[config.mk]
export PLATFORM = sky130hd
export DESIGN_NAME = conv3x3_window_gen
export DESIGN_NICKNAME = d
export VERILOG_FILES = /design/src/rtl/cnn_pkg.sv /design/src/rtl/line_buffer.sv /design/src/rtl/conv3x3_window_gen.sv
export SDC_FILE = /design/constraint.sdc
export NUM_CORES = 1
export LEC_CHECK = 0
export CORE_MARGIN = 1
export CORE_UTILIZATION = 65
export CTS_CLUSTER_DIAMETER = 200
export CTS_CLUSTER_SIZE = 40
export DETAILED_ROUTE_END_ITERATION = 8
export GPL_TIMING_DRIVEN = 0
export PLACE_DENSITY = 0.84
export RECOVER_POWER = 100
export SLEW_MARGIN = 15
export SYNTH_ARGS = -nofsm -noshare
export SYNTH_HDL_FRONTEND = slang
export SYNTH_SLANG_ARGS = --single-unit
[constraint.sdc]
create_clock -name iClk -period 3.29 [get_ports iClk]
set_clock_uncertainty 0.1 [all_clocks]
set_input_delay 0.658 -clock iClk [delete_from_list [all_inputs] [get_ports iClk]]
set_output_delay 0.658 -clock iClk [all_outputs]
set_load 0.05 [all_outputs]
[src/rtl/cnn_pkg.sv]
// rtl/cnn_pkg.sv - shared CNN image/pixel constants and counter-width helper
package cnn_pkg;

    localparam int WI_DEFAULT    = 8;
    localparam int IMG_W_DEFAULT = 28;
    localparam int IMG_H_DEFAULT = 28;

    // Width of a counter able to hold 0..n-1; never narrower than one bit.
    function automatic int cnt_width(input int n);
        return (n > 1) ? $clog2(n) : 1;
    endfunction

    // Counter width wide enough for both image dimensions at default size.
    localparam int CNT_W = $clog2((IMG_W_DEFAULT > IMG_H_DEFAULT) ? IMG_W_DEFAULT : IMG_H_DEFAULT);

endpackage

[src/rtl/line_buffer.sv]
// rtl/line_buffer.sv - single image-row delay line built on a circular-pointer RAM
module line_buffer
    import cnn_pkg::*;
#(
    parameter int WI    = WI_DEFAULT,
    parameter int DEPTH = IMG_W_DEFAULT
) (
    input  logic          iClk,
    input  logic          iRst,
    input  logic          iEn,
    input  logic [WI-1:0] iData,
    output logic [WI-1:0] oData
);

    localparam int PW = cnt_width(DEPTH);

    logic [WI-1:0] mem [0:DEPTH-1];
    logic [PW-1:0] ptr;

    // The slot about to be overwritten holds the pixel written DEPTH enables ago.
    assign oData = mem[ptr];

    // Storage is never cleared; the window generator gates out stale content.
    always_ff @(posedge iClk) begin
        if (iEn) begin
            mem[ptr] <= iData;
        end
    end

    // Circular write/read pointer, advancing once per accepted pixel.
    always_ff @(posedge iClk) begin
        if (iRst) begin
            ptr <= '0;
        end else if (iEn) begin
            ptr <= (ptr == PW'(DEPTH - 1)) ? '0 : ptr + PW'(1);
        end
    end

endmodule

[src/rtl/conv3x3_window_gen.sv]
// rtl/conv3x3_window_gen.sv - raster pixel stream to 3x3 sliding-window generator
module conv3x3_window_gen
    import cnn_pkg::*;
#(
    parameter int WI    = WI_DEFAULT,
    parameter int IMG_W = IMG_W_DEFAULT,
    parameter int IMG_H = IMG_H_DEFAULT
) (
    input  logic            iClk,
    input  logic            iRst,
    input  logic            iInValid,
    input  logic [WI-1:0]   iInData,
    output logic            oOutValid,
    output logic [3*WI-1:0] oWindowInRow1,
    output logic [3*WI-1:0] oWindowInRow2,
    output logic [3*WI-1:0] oWindowInRow3,
    output logic            oFrameDone
);

    localparam int CW = cnt_width((IMG_W > IMG_H) ? IMG_W : IMG_H);

    logic [CW-1:0]   col;
    logic [CW-1:0]   row;
    logic [WI-1:0]   tap_1row;
    logic [WI-1:0]   tap_2row;
    logic [3*WI-1:0] win1;
    logic [3*WI-1:0] win2;
    logic [3*WI-1:0] win3;
    logic [3*WI-1:0] next1;
    logic [3*WI-1:0] next2;
    logic [3*WI-1:0] next3;
    logic            accept;
    logic            last_col;
    logic            last_row;
    logic            win_ready;

    assign accept    = iInValid && !iRst;
    assign last_col  = (col == CW'(IMG_W - 1));
    assign last_row  = (row == CW'(IMG_H - 1));
    // Only a pixel with two full rows and two full columns behind it closes a window,
    // which also keeps stale line-buffer data out of every valid window.
    assign win_ready = accept && (row >= CW'(2)) && (col >= CW'(2));

    // Oldest column drops out of the top bits; the new column enters at the bottom.
    assign next1 = {win1[2*WI-1:0], tap_2row};
    assign next2 = {win2[2*WI-1:0], tap_1row};
    assign next3 = {win3[2*WI-1:0], iInData};

    line_buffer #(.WI(WI), .DEPTH(IMG_W)) u_lb_row1 (
        .iClk  (iClk),
        .iRst  (iRst),
        .iEn   (accept),
        .iData (iInData),
        .oData (tap_1row)
    );

    line_buffer #(.WI(WI), .DEPTH(IMG_W)) u_lb_row2 (
        .iClk  (iClk),
        .iRst  (iRst),
        .iEn   (accept),
        .iData (tap_1row),
        .oData (tap_2row)
    );

    // Raster position of the next pixel to be accepted; wraps at end of frame.
    always_ff @(posedge iClk) begin
        if (iRst) begin
            col <= '0;
            row <= '0;
        end else if (iInValid) begin
            if (last_col) begin
                col <= '0;
                row <= last_row ? '0 : row + CW'(1);
            end else begin
                col <= col + CW'(1);
            end
        end
    end

    // Internal sliding window, shifted on every accepted pixel.
    always_ff @(posedge iClk) begin
        if (iRst) begin
            win1 <= '0;
            win2 <= '0;
            win3 <= '0;
        end else if (iInValid) begin
            win1 <= next1;
            win2 <= next2;
            win3 <= next3;
        end
    end

    // Output window register loads only on complete windows so it holds between them.
    always_ff @(posedge iClk) begin
        if (iRst) begin
            oOutValid     <= 1'b0;
            oFrameDone    <= 1'b0;
            oWindowInRow1 <= '0;
            oWindowInRow2 <= '0;
            oWindowInRow3 <= '0;
        end else begin
            oOutValid  <= win_ready;
            oFrameDone <= iInValid && last_col && last_row;
            if (win_ready) begin
                oWindowInRow1 <= next1;
                oWindowInRow2 <= next2;
                oWindowInRow3 <= next3;
            end
        end
    end

endmodule
[After elaboration in Yosys (flattened, before gate mapping)]
Memory sizes are Yosys's and may differ from the RTL's. A register that Yosys moved wholly into a read port is not among the register bits.
Index checks and enable logic that the tools add are counted.
Storage, ports and cells
  flip-flop bits (word level): 142
  word-level logic and storage cells: 41
  output and inout bits: 74
  memories kept: 2
  input bits: 11
  memory bits (writable): 448
Cells by class
  reductions and logical operators: 7
  multiplexer cells: 10
  order comparisons: 2
  equal/unequal tests: 4
  $add $sub $neg: 4
Memory list
  u_lb_row1.mem: words 28, bits a word 8, rd ports 1, clocked after Yosys merged registers in 1, write ports 1, line line_buffer.sv:17  | logic [WI-1:0] mem [0:DEPTH-1];
  u_lb_row2.mem: words 28, bits a word 8, rd ports 1, clocked after Yosys merged registers in 1, write ports 1, line line_buffer.sv:17
Operators by type and width (number)
  $mux W5: 8
  $add A5 B1 Y5 const B: 4
  $eq A5 B5 Y1 const B: 4
  $ge A5 B2 Y1 const B: 2
  $logic_and A1 B1 Y1: 5
  $mux W1: 2
  $reduce_and A2 Y1: 1
  $logic_not A1 Y1: 1

[Depth between registers and ports, before layout]
Gate-level depths: netlist of run 1.
  depth after elaboration: 4
  depth in mapped cells: 10
  depth with buffers taken out: 8

[Hierarchy]
Synthesis of run 1 repeated with hierarchy kept, for this count alone.
Unflattened totals
  cell total of the unflattened synthesis: 1549
  area total of the unflattened synthesis: 23525.1 um^2
By module, submodules not included
  line_buffer (u_lb_row2): area an instance 9351.5 um^2, sequential area each 6926.6 um^2, instances 1, cells each 504
  line_buffer (u_lb_row1): area an instance 9237.6 um^2, sequential area each 6926.6 um^2, instances 1, cells each 500
  conv3x3_window_gen: area an instance 4936.0 um^2, sequential area each 2642.5 um^2, instances 1, cells each 545

[Worst setup path before layout of run 1]
Ideal clock, no wire load.
  path type: input -> register
  start point: in iInValid
  end point: mem u_lb_row1.mem[0][0] (netlist name) (enable)
  setup time: 370 ps
  required time: 2820 ps
  stages on the path: 5
  slack: 861 ps
  buffers on the path: 2
  data arrival time: 1959 ps
  cell sequence: buf_2 -> nor2b_1 -> clkbuf_1 -> nand2_1 -> nor2_1
On the way
  longest elaborated chain between the ends: 3
Ends and longest elaborated chain
  start: declaration: line conv3x3_window_gen.sv:11  | input logic iInValid,
  $logic_and A1 B1 Y1: line conv3x3_window_gen.sv:37  | assign accept = iInValid && !iRst;
  $mux W1: line line_buffer.sv:25  | if (iEn) begin
  $mux W1 (not written as such): line line_buffer.sv:26  | mem[ptr] <= iData;
  end: declaration: line line_buffer.sv:17
No other way between the ends.

==> results of run 1 <==
## timing repair
item | CTS | global route
pin swaps | 0 | 0
gates cloned | 3 | 1
hold buffers | 0 | 0
setup endpoints to repair | 84 | 172
buffers inserted | 0 | 1
gates resized for setup | 9 | 7
## final timing paths
check,endpoint,slack (ns),startpoint,cells past startpoint
setup / recovery,u_lb_row2.mem[3][5],0.05,flip-flop,7
hold / removal,oWindowInRow1[18],0.36,oWindowInRow1[18],2
setup reg to reg,u_lb_row2.mem[3][5],0.05,flip-flop,7
hold reg to reg,oWindowInRow1[18],0.36,oWindowInRow1[18],2
## routing by layer
layer	part of all wire	track usage
met5	0.00025	0
met4	0.019	0.0748
met3	0.096	0.0448
met2	0.48	0.452
met1	0.40	0.401
## cell usage after synthesis, types with 4 or more instances
cell type	count	area (sq um)
a221oi_1	10	87.6
or2_2	5	31.3
and4_1	8	70.1
mux4_2	23	518
nor2b_1	17	106
edfxtp_1	448	13500
xor2_1	10	87.6
nand3_1	36	180
a211oi_1	19	143
mux2i_1	206	2060
nand3b_1	4	30.0
buf_1	8	30.0
and2_1	4	25.0
buf_6	12	135
a21oi_1	80	400
a211oi_2	8	100
buf_4	11	82.6
dfxtp_1	152	3040
clkbuf_1	41	154
inv_1	14	52.6
a22oi_1	29	218
nor3_1	8	40.0
o22ai_1	8	50.1
ha_1	14	175
a22o_1	19	166
nand2_1	171	642
nand4_1	7	43.8
buf_2	18	90.1
o31ai_1	5	37.5
nand2b_1	10	62.6
nor2_1	153	574
## per-stage QoR
step / hold WS, ns / instance area (sq um) / worst slack [ns]
after floorplan: 0.331 / 23400 / 0.861
after global placement: 0.338 / 24800 / -0.388
after detailed placement: 0.344 / 24800 / -0.443
after CTS: 0.362 / 25300 / 0.0285
after global routing: 0.373 / 25200 / -0.0375
final: 0.361 / 25200 / 0.0504
## registers in the layout, summed over array words and instances, names as in the netlist, named ones only
| signal | cells |
|---|---|
| row | 5 |
| oWindowInRow3 | 24 |
| oWindowInRow2 | 24 |
| u_lb_row1.mem | 224 |
| win3 | 16 |
| col | 5 |
| u_lb_row1.ptr | 5 |
| oFrameDone | 1 |
| u_lb_row2.mem | 224 |
| win1 | 16 |
| u_lb_row2.ptr | 5 |
| oWindowInRow1 | 24 |
| oOutValid | 1 |
| win2 | 16 |
## logic make-up after synthesis
kind of cell,synth area share
adder cells (fa/ha/maj),0.00750
buffers and inverters,0.0251
AO/OA/AOI/OAI,0.0612
multiplexers,0.114
AND/OR/NAND/NOR,0.0816
flip-flops,0.706
XOR/XNOR,0.00450
## power breakdown
part / total, mW / leakage (nW) / internal [mW] / switching, mW
registers: 8.30 / 5.26 / 8.25 / 0.0471
logic: 0.884 / 2.67 / 0.281 / 0.602
clock network: 3.15 / 0.249 / 1.11 / 2.03
total: 12.3 / 8.18 / 9.65 / 2.68
## cells in the final DEF, fill, tap and decap left out, drive strengths merged, types with 4 or more instances in the layout
cell,count
buf,39
a21oi,80
or2,5
a22o,19
nand3b,4
nor2b,17
a2111oi,5
and4,8
o21ai,6
a211oi,27
nand2,171
and2,4
clkbuf,93
xor2,10
edfxtp,448
inv,10
mux4,26
nand2b,10
dlygate4sd3,75
o22ai,8
a22oi,29
ha,14
nand3,36
o31ai,5
a221oi,13
mux2i,206
nor3,8
clkinvlp,9
dfxtp,152
nand4,7
nor2,155
## worst register-to-register path: stages, from the launching register on
cell and delay (ns):
dfxtp_1 0.48, buf_2 0.31, nor2b_1 0.22, clkbuf_1 0.41, a22oi_1 0.18, nand3_1 0.21
and4_1 0.39, inv_1 0.50
## cell type report
class	count	area (sq um)
well taps	461	577
flip-flops and latches	600	16500
inverters	15	72.6
fillers	2207	10300
repair buffers	84	792
multi-input cells	891	6240
repair inverters	4	30.0
clock buffers	32	524
plain buffers	92	498
==> results.md, run 1 <==
- Outcome: finished, violations left
- Failing checks: capacitance limit, slew limit
- Worst-path fanout max: 28
- Setup violators final: 0
- Slew HR: -0.0528
- GRT overflow: 0
- Mapped Area: around 23000 sq um
- Io pins: 85
- Clk sink count: 600
- Total wire length: a little over 50 mm
- Post-detail-place hpwl: approximately 34 mm
- Transition time of the tightest slew-check pin: around 1.6 ns
- Router iterations before antenna repair: 5
- Via count: 13.7k
- Chip Width: 192 microns
- Sequential area share after synthesis: 0.706
- Antenna violations before repair: 1
- Hold Vio Cnt, Final: 0
- Worst IR Drop VDD: 0.000577 V
- Finished Layout Cells: 2179
- ANT cells: 0
- Synth cell types: 50
- MaxCap Viol Count: 5
- Routability cong.: 0.921
- Main flop type after synthesis: edfxtp_1
- Num CTS Buffers: 18
- Synthesis Warnings: 0
- Vias in the first global route: between 10k and 15k
- WP buf/inv: 3
- Fin Setup TNS: 0 ns
- Clk root buf: clkbuf_16
- Die H: between 150 and 200 microns
- Row count: 69
- Maximum clock frequency: roughly 310 MHz
- Unrepaired setup endpoints after global routing: true
- Pwr/cell area: between 400 and 500 nW/um^2
- Worst-path clk slew: 0.14 ns
- Tot Pwr: ~12 mW
- Die ar.: roughly 37000 sq um
- Largest net degree at the start of global routing: 42
- 1st-iter DRT viols: 1682
- HP Class: flip-flop to flip-flop
- Worst skew pair latency: 0.57 ns
- First-pass GRT wire length: 76.5 mm
- Routed Antenna Nets: 0
- Wire length per cell: 23.5 microns
- Average size of a mapped cell: 14.6 sq um
- CP delay by family, top: buffers and inverters
- TritonCTS clock tree: done
- Fraction of registers with async set/reset: 0
- Minimum clock period: between 3 and 4 ns
- Nets: 1731
- Fin util: 0.711
- Yosys reg bits: 600
- CP Cell Sequence: buf_2, nor2b_1, clkbuf_1, a22oi_1, nand3_1, and4_1, inv_1
- Layout area overhead: 8.01%
- WP data required: 3.32 ns
- I/O Buffers: just over 80
- Initial Util: 0.658
- Layout cells sized above 1: 0.0640
- Max Root-Sink Buffers: 3
- Core area: between 30000 and 40000 sq um
- Final Slew Violations: 62
- Arrival @ worst endpoint: approximately 3.3 ns
- Crit Path Class: flip-flop to flip-flop
- Slowest CP cell: inv_1
- Critical path capture point type: flip-flop
- Pleak: between 8 and 9 nW
- Final period utilization: 0.985
- GR Util All Layers: 0.281
- H-tree depth: 1
- Syn Nets: 1623
- Startpoint types: flip-flop
- Via-per-instance ratio: 6.26
- Number of flops mapped to enable cells by yosys: 448
- Drt drc: 0
- CP max stage delay: ~0.49 ns
- Placed insts: 2142
- Mapped Cells: 1598
(Power assumes the default switching activity.)
==> run 2: changes to the inputs <==
--- a/config.mk
+++ b/config.mk
@@ -5,6 +5,7 @@
 export SDC_FILE = /design/constraint.sdc
 export NUM_CORES = 1
 export LEC_CHECK = 0
+export CAP_MARGIN = 20
 export CORE_MARGIN = 1
 export CORE_UTILIZATION = 65
 export CTS_CLUSTER_DIAMETER = 200
@@ -12,7 +13,6 @@
 export DETAILED_ROUTE_END_ITERATION = 8
 export GPL_TIMING_DRIVEN = 0
 export PLACE_DENSITY = 0.84
-export RECOVER_POWER = 100
 export SLEW_MARGIN = 15
 export SYNTH_ARGS = -nofsm -noshare
 export SYNTH_HDL_FRONTEND = slang
==> constraint.sdc (replaced) <==
create_clock -name iClk -period 4.1 [get_ports iClk]
set_clock_uncertainty 0.1 [all_clocks]
set_input_delay 0.82 -clock iClk [delete_from_list [all_inputs] [get_ports iClk]]
set_output_delay 0.82 -clock iClk [all_outputs]
set_load 0.05 [all_outputs]
==> run 2 against run 1 <==
The run now ends clean. Non-clock buffer count increased by 3. Wire length decreased by 0.80%. Register-to-register slack gained 0.48 ns. Maximum frequency decreased by 9.3%. Setup slack improved by 0.48 ns. Core utilization rose by 0.32 points. Clock-buffer cell count is the same. Via count is 0.29% higher. Clock power down 20%. Hold slack better by 0.0035 ns. Critical path type unchanged. Largest cell class unchanged. Largest power group unchanged.
==> results.md, run 2 (synthesis results as in run 1) <==
- Outcome: finished clean (was finished, violations left)
- HP Class: flip-flop to flip-flop (unchanged)
- Layout fillers: 2205 (was 2207)
- Startpoint types: flip-flop (unchanged)
- Layout cells sized above 1: 0.0711 (was 0.0640)
- First-pass GRT wire length: 76.3 mm (was 76.5 mm)
- Post-detail-place hpwl: 34.8 mm (was 34.3 mm)
- Most common cell after layout, fill and taps aside: edfxtp_1 (unchanged)
- Core area: 35500 sq um (unchanged)
- Largest net degree at the start of global routing: 42 (unchanged)
- Unrepaired setup endpoints after global routing: false (was true)
- Initial Util: 0.658 (unchanged)
- Die H: 192 microns (unchanged)
- Arrival @ worst endpoint: 3.71 ns (was 3.27 ns)
- Post-CTS Setup Bufs: 0 (unchanged)
- Multi-input logic area: 6270 sq um (was 6240 sq um)
- Routability cong.: 0.921 (unchanged)
- Via count: 13.7k (about the same)
- CTS Hold Bufs: 0 (unchanged)
- Final Slew Violations: 0 (was 62)
- Routed Antenna Nets: 0 (unchanged)
- TritonCTS clock tree: done (unchanged)
- Worst-path clk slew: 0.14 ns (about the same)
- Drt drc: 0 (unchanged)
- GR Util All Layers: 0.279 (was 0.281)
- GRT overflow: 0 (unchanged)
- Slew HR: 0.333 (was -0.0528)
- Crit Path Class: flip-flop to flip-flop (unchanged)
- Final period utilization: 0.871 (was 0.985)
- ANT cells: 0 (unchanged)
- DP Area: 24800 sq um (about the same)
- Commonest cells after routing, fill and taps aside: edfxtp_1, mux2i_1, nand2_1, nor2_1, dfxtp_1 (unchanged)
- Seq. cell area: 16500 sq um (unchanged)
- Pwr/cell area: 390 nW/um^2 (was 489 nW/um^2)
- Largest regs: u_lb_row1.mem x224, u_lb_row2.mem x224 (unchanged)
- Fin util: 0.714 (was 0.711)
- I/O Buffers: 83 (unchanged)
- Hold Vio Cnt, Final: 0 (unchanged)
- Total wire length: 50.8 mm (was 51.2 mm)
- Setup violators final: 0 (unchanged)
- Num CTS Buffers: 18 (unchanged)
- Pleak: 8.03 nW (was 8.18 nW)
- Clk sink count: 600 (unchanged)
- Antenna violations before repair: 0 (was 1)
- Worst IR Drop VDD: 0.000465 V (was 0.000577 V)
- Resize count post-CTS: 0 (was 9)
- Vias in the first global route: 13.1k (about the same)
- Design area: 25300 sq um (was 25200 sq um)
- Nets: 1730 (was 1731)
- Router iterations before antenna repair: 6 (was 5)
- Minimum clock period: 3.57 ns (was 3.24 ns)
- Io pins: 85 (unchanged)
- Layout area overhead: 8.50% (was 8.01%)
- Row count: 69 (unchanged)
- WP data required: 4.24 ns (was 3.32 ns)
- Fin Setup TNS: 0 ns (unchanged)
- Worst skew pair latency: 0.57 ns (about the same)
- Maximum clock frequency: 280 MHz (was 309 MHz)
- Critical path capture point type: flip-flop (unchanged)
- Chip Width: 192 microns (unchanged)
- Die ar.: 36700 sq um (unchanged)
- Worst-path fanout max: 28 (unchanged)
- Clk root buf: clkbuf_16 (unchanged)
- Wire length per cell: 23.3 microns (was 23.5 microns)
- MaxCap Viol Count: 0 (was 5)
- Via-per-instance ratio: 6.29 (was 6.26)
- Max Root-Sink Buffers: 3 (unchanged)
- H-tree depth: 1 (unchanged)
- Transition time of the tightest slew-check pin: 0.999 ns (was 1.58 ns)
- 1st-iter DRT viols: 1614 (was 1682)
-- run 2: path summary, 6_finish.rpt --
check / start / endpoint / slack (ns) / cells past startpoint
max: flip-flop / u_lb_row2.mem[9][1] / 0.53 / 7
min: oWindowInRow2[14] / oWindowInRow2[14] / 0.36 / 2
max reg2reg: flip-flop / u_lb_row2.mem[9][1] / 0.53 / 7
min reg2reg: oWindowInRow2[14] / oWindowInRow2[14] / 0.36 / 2
-- run 2: report_power, final --
group	total (mW)	internal [mW]	switching, mW
logic	0.697	0.229	0.468
registers	6.66	6.62	0.0378
clock network	2.53	0.893	1.63
-- run 2: metal layers --
layer | part of all wire | up-vias | track usage
met5 | 0 | - | 0
met4 | 0.017 | 0 | 0.0659
met3 | 0.093 | 61 | 0.0327
met2 | 0.48 | 709 | 0.454
met1 | 0.41 | 6795 | 0.408
li1 | - | 6125 | -
-- run 2: worst max-delay path, cell delays in order (launching register included) --
cell      delay [ns]
dfxtp_1         0.47
buf_2           0.31
nor2_1          0.09
clkbuf_1        0.26
a22o_1          0.28
a221oi_1        0.44
o221ai_1        0.47
inv_1           0.82
-- run 2: area by class of cell --
class	count	area share
Inverter	15	0.00232
Tap cell	461	0.0228
Timing Repair Buffer	87	0.0349
Clock buffer	32	0.0207
Buffer	92	0.0208
Multi-Input combinational cell	891	0.248
Sequential cell	600	0.651
-- run 2: per-stage QoR --
step / cells / power [mW] / worst slack (ns) / hold slack (ns)
finish: 2178 / 9.88 / 0.528 / 0.364
global route: 2178 / 10.1 / 0.405 / 0.380
CTS: 2177 / 9.89 / 0.696 / 0.364
detailed placement: 2145 / 7.48 / 0.179 / 0.346
global placement: 2142 / 7.45 / 0.260 / 0.338
floorplan: 1598 / 7.22 / 1.51 / 0.331
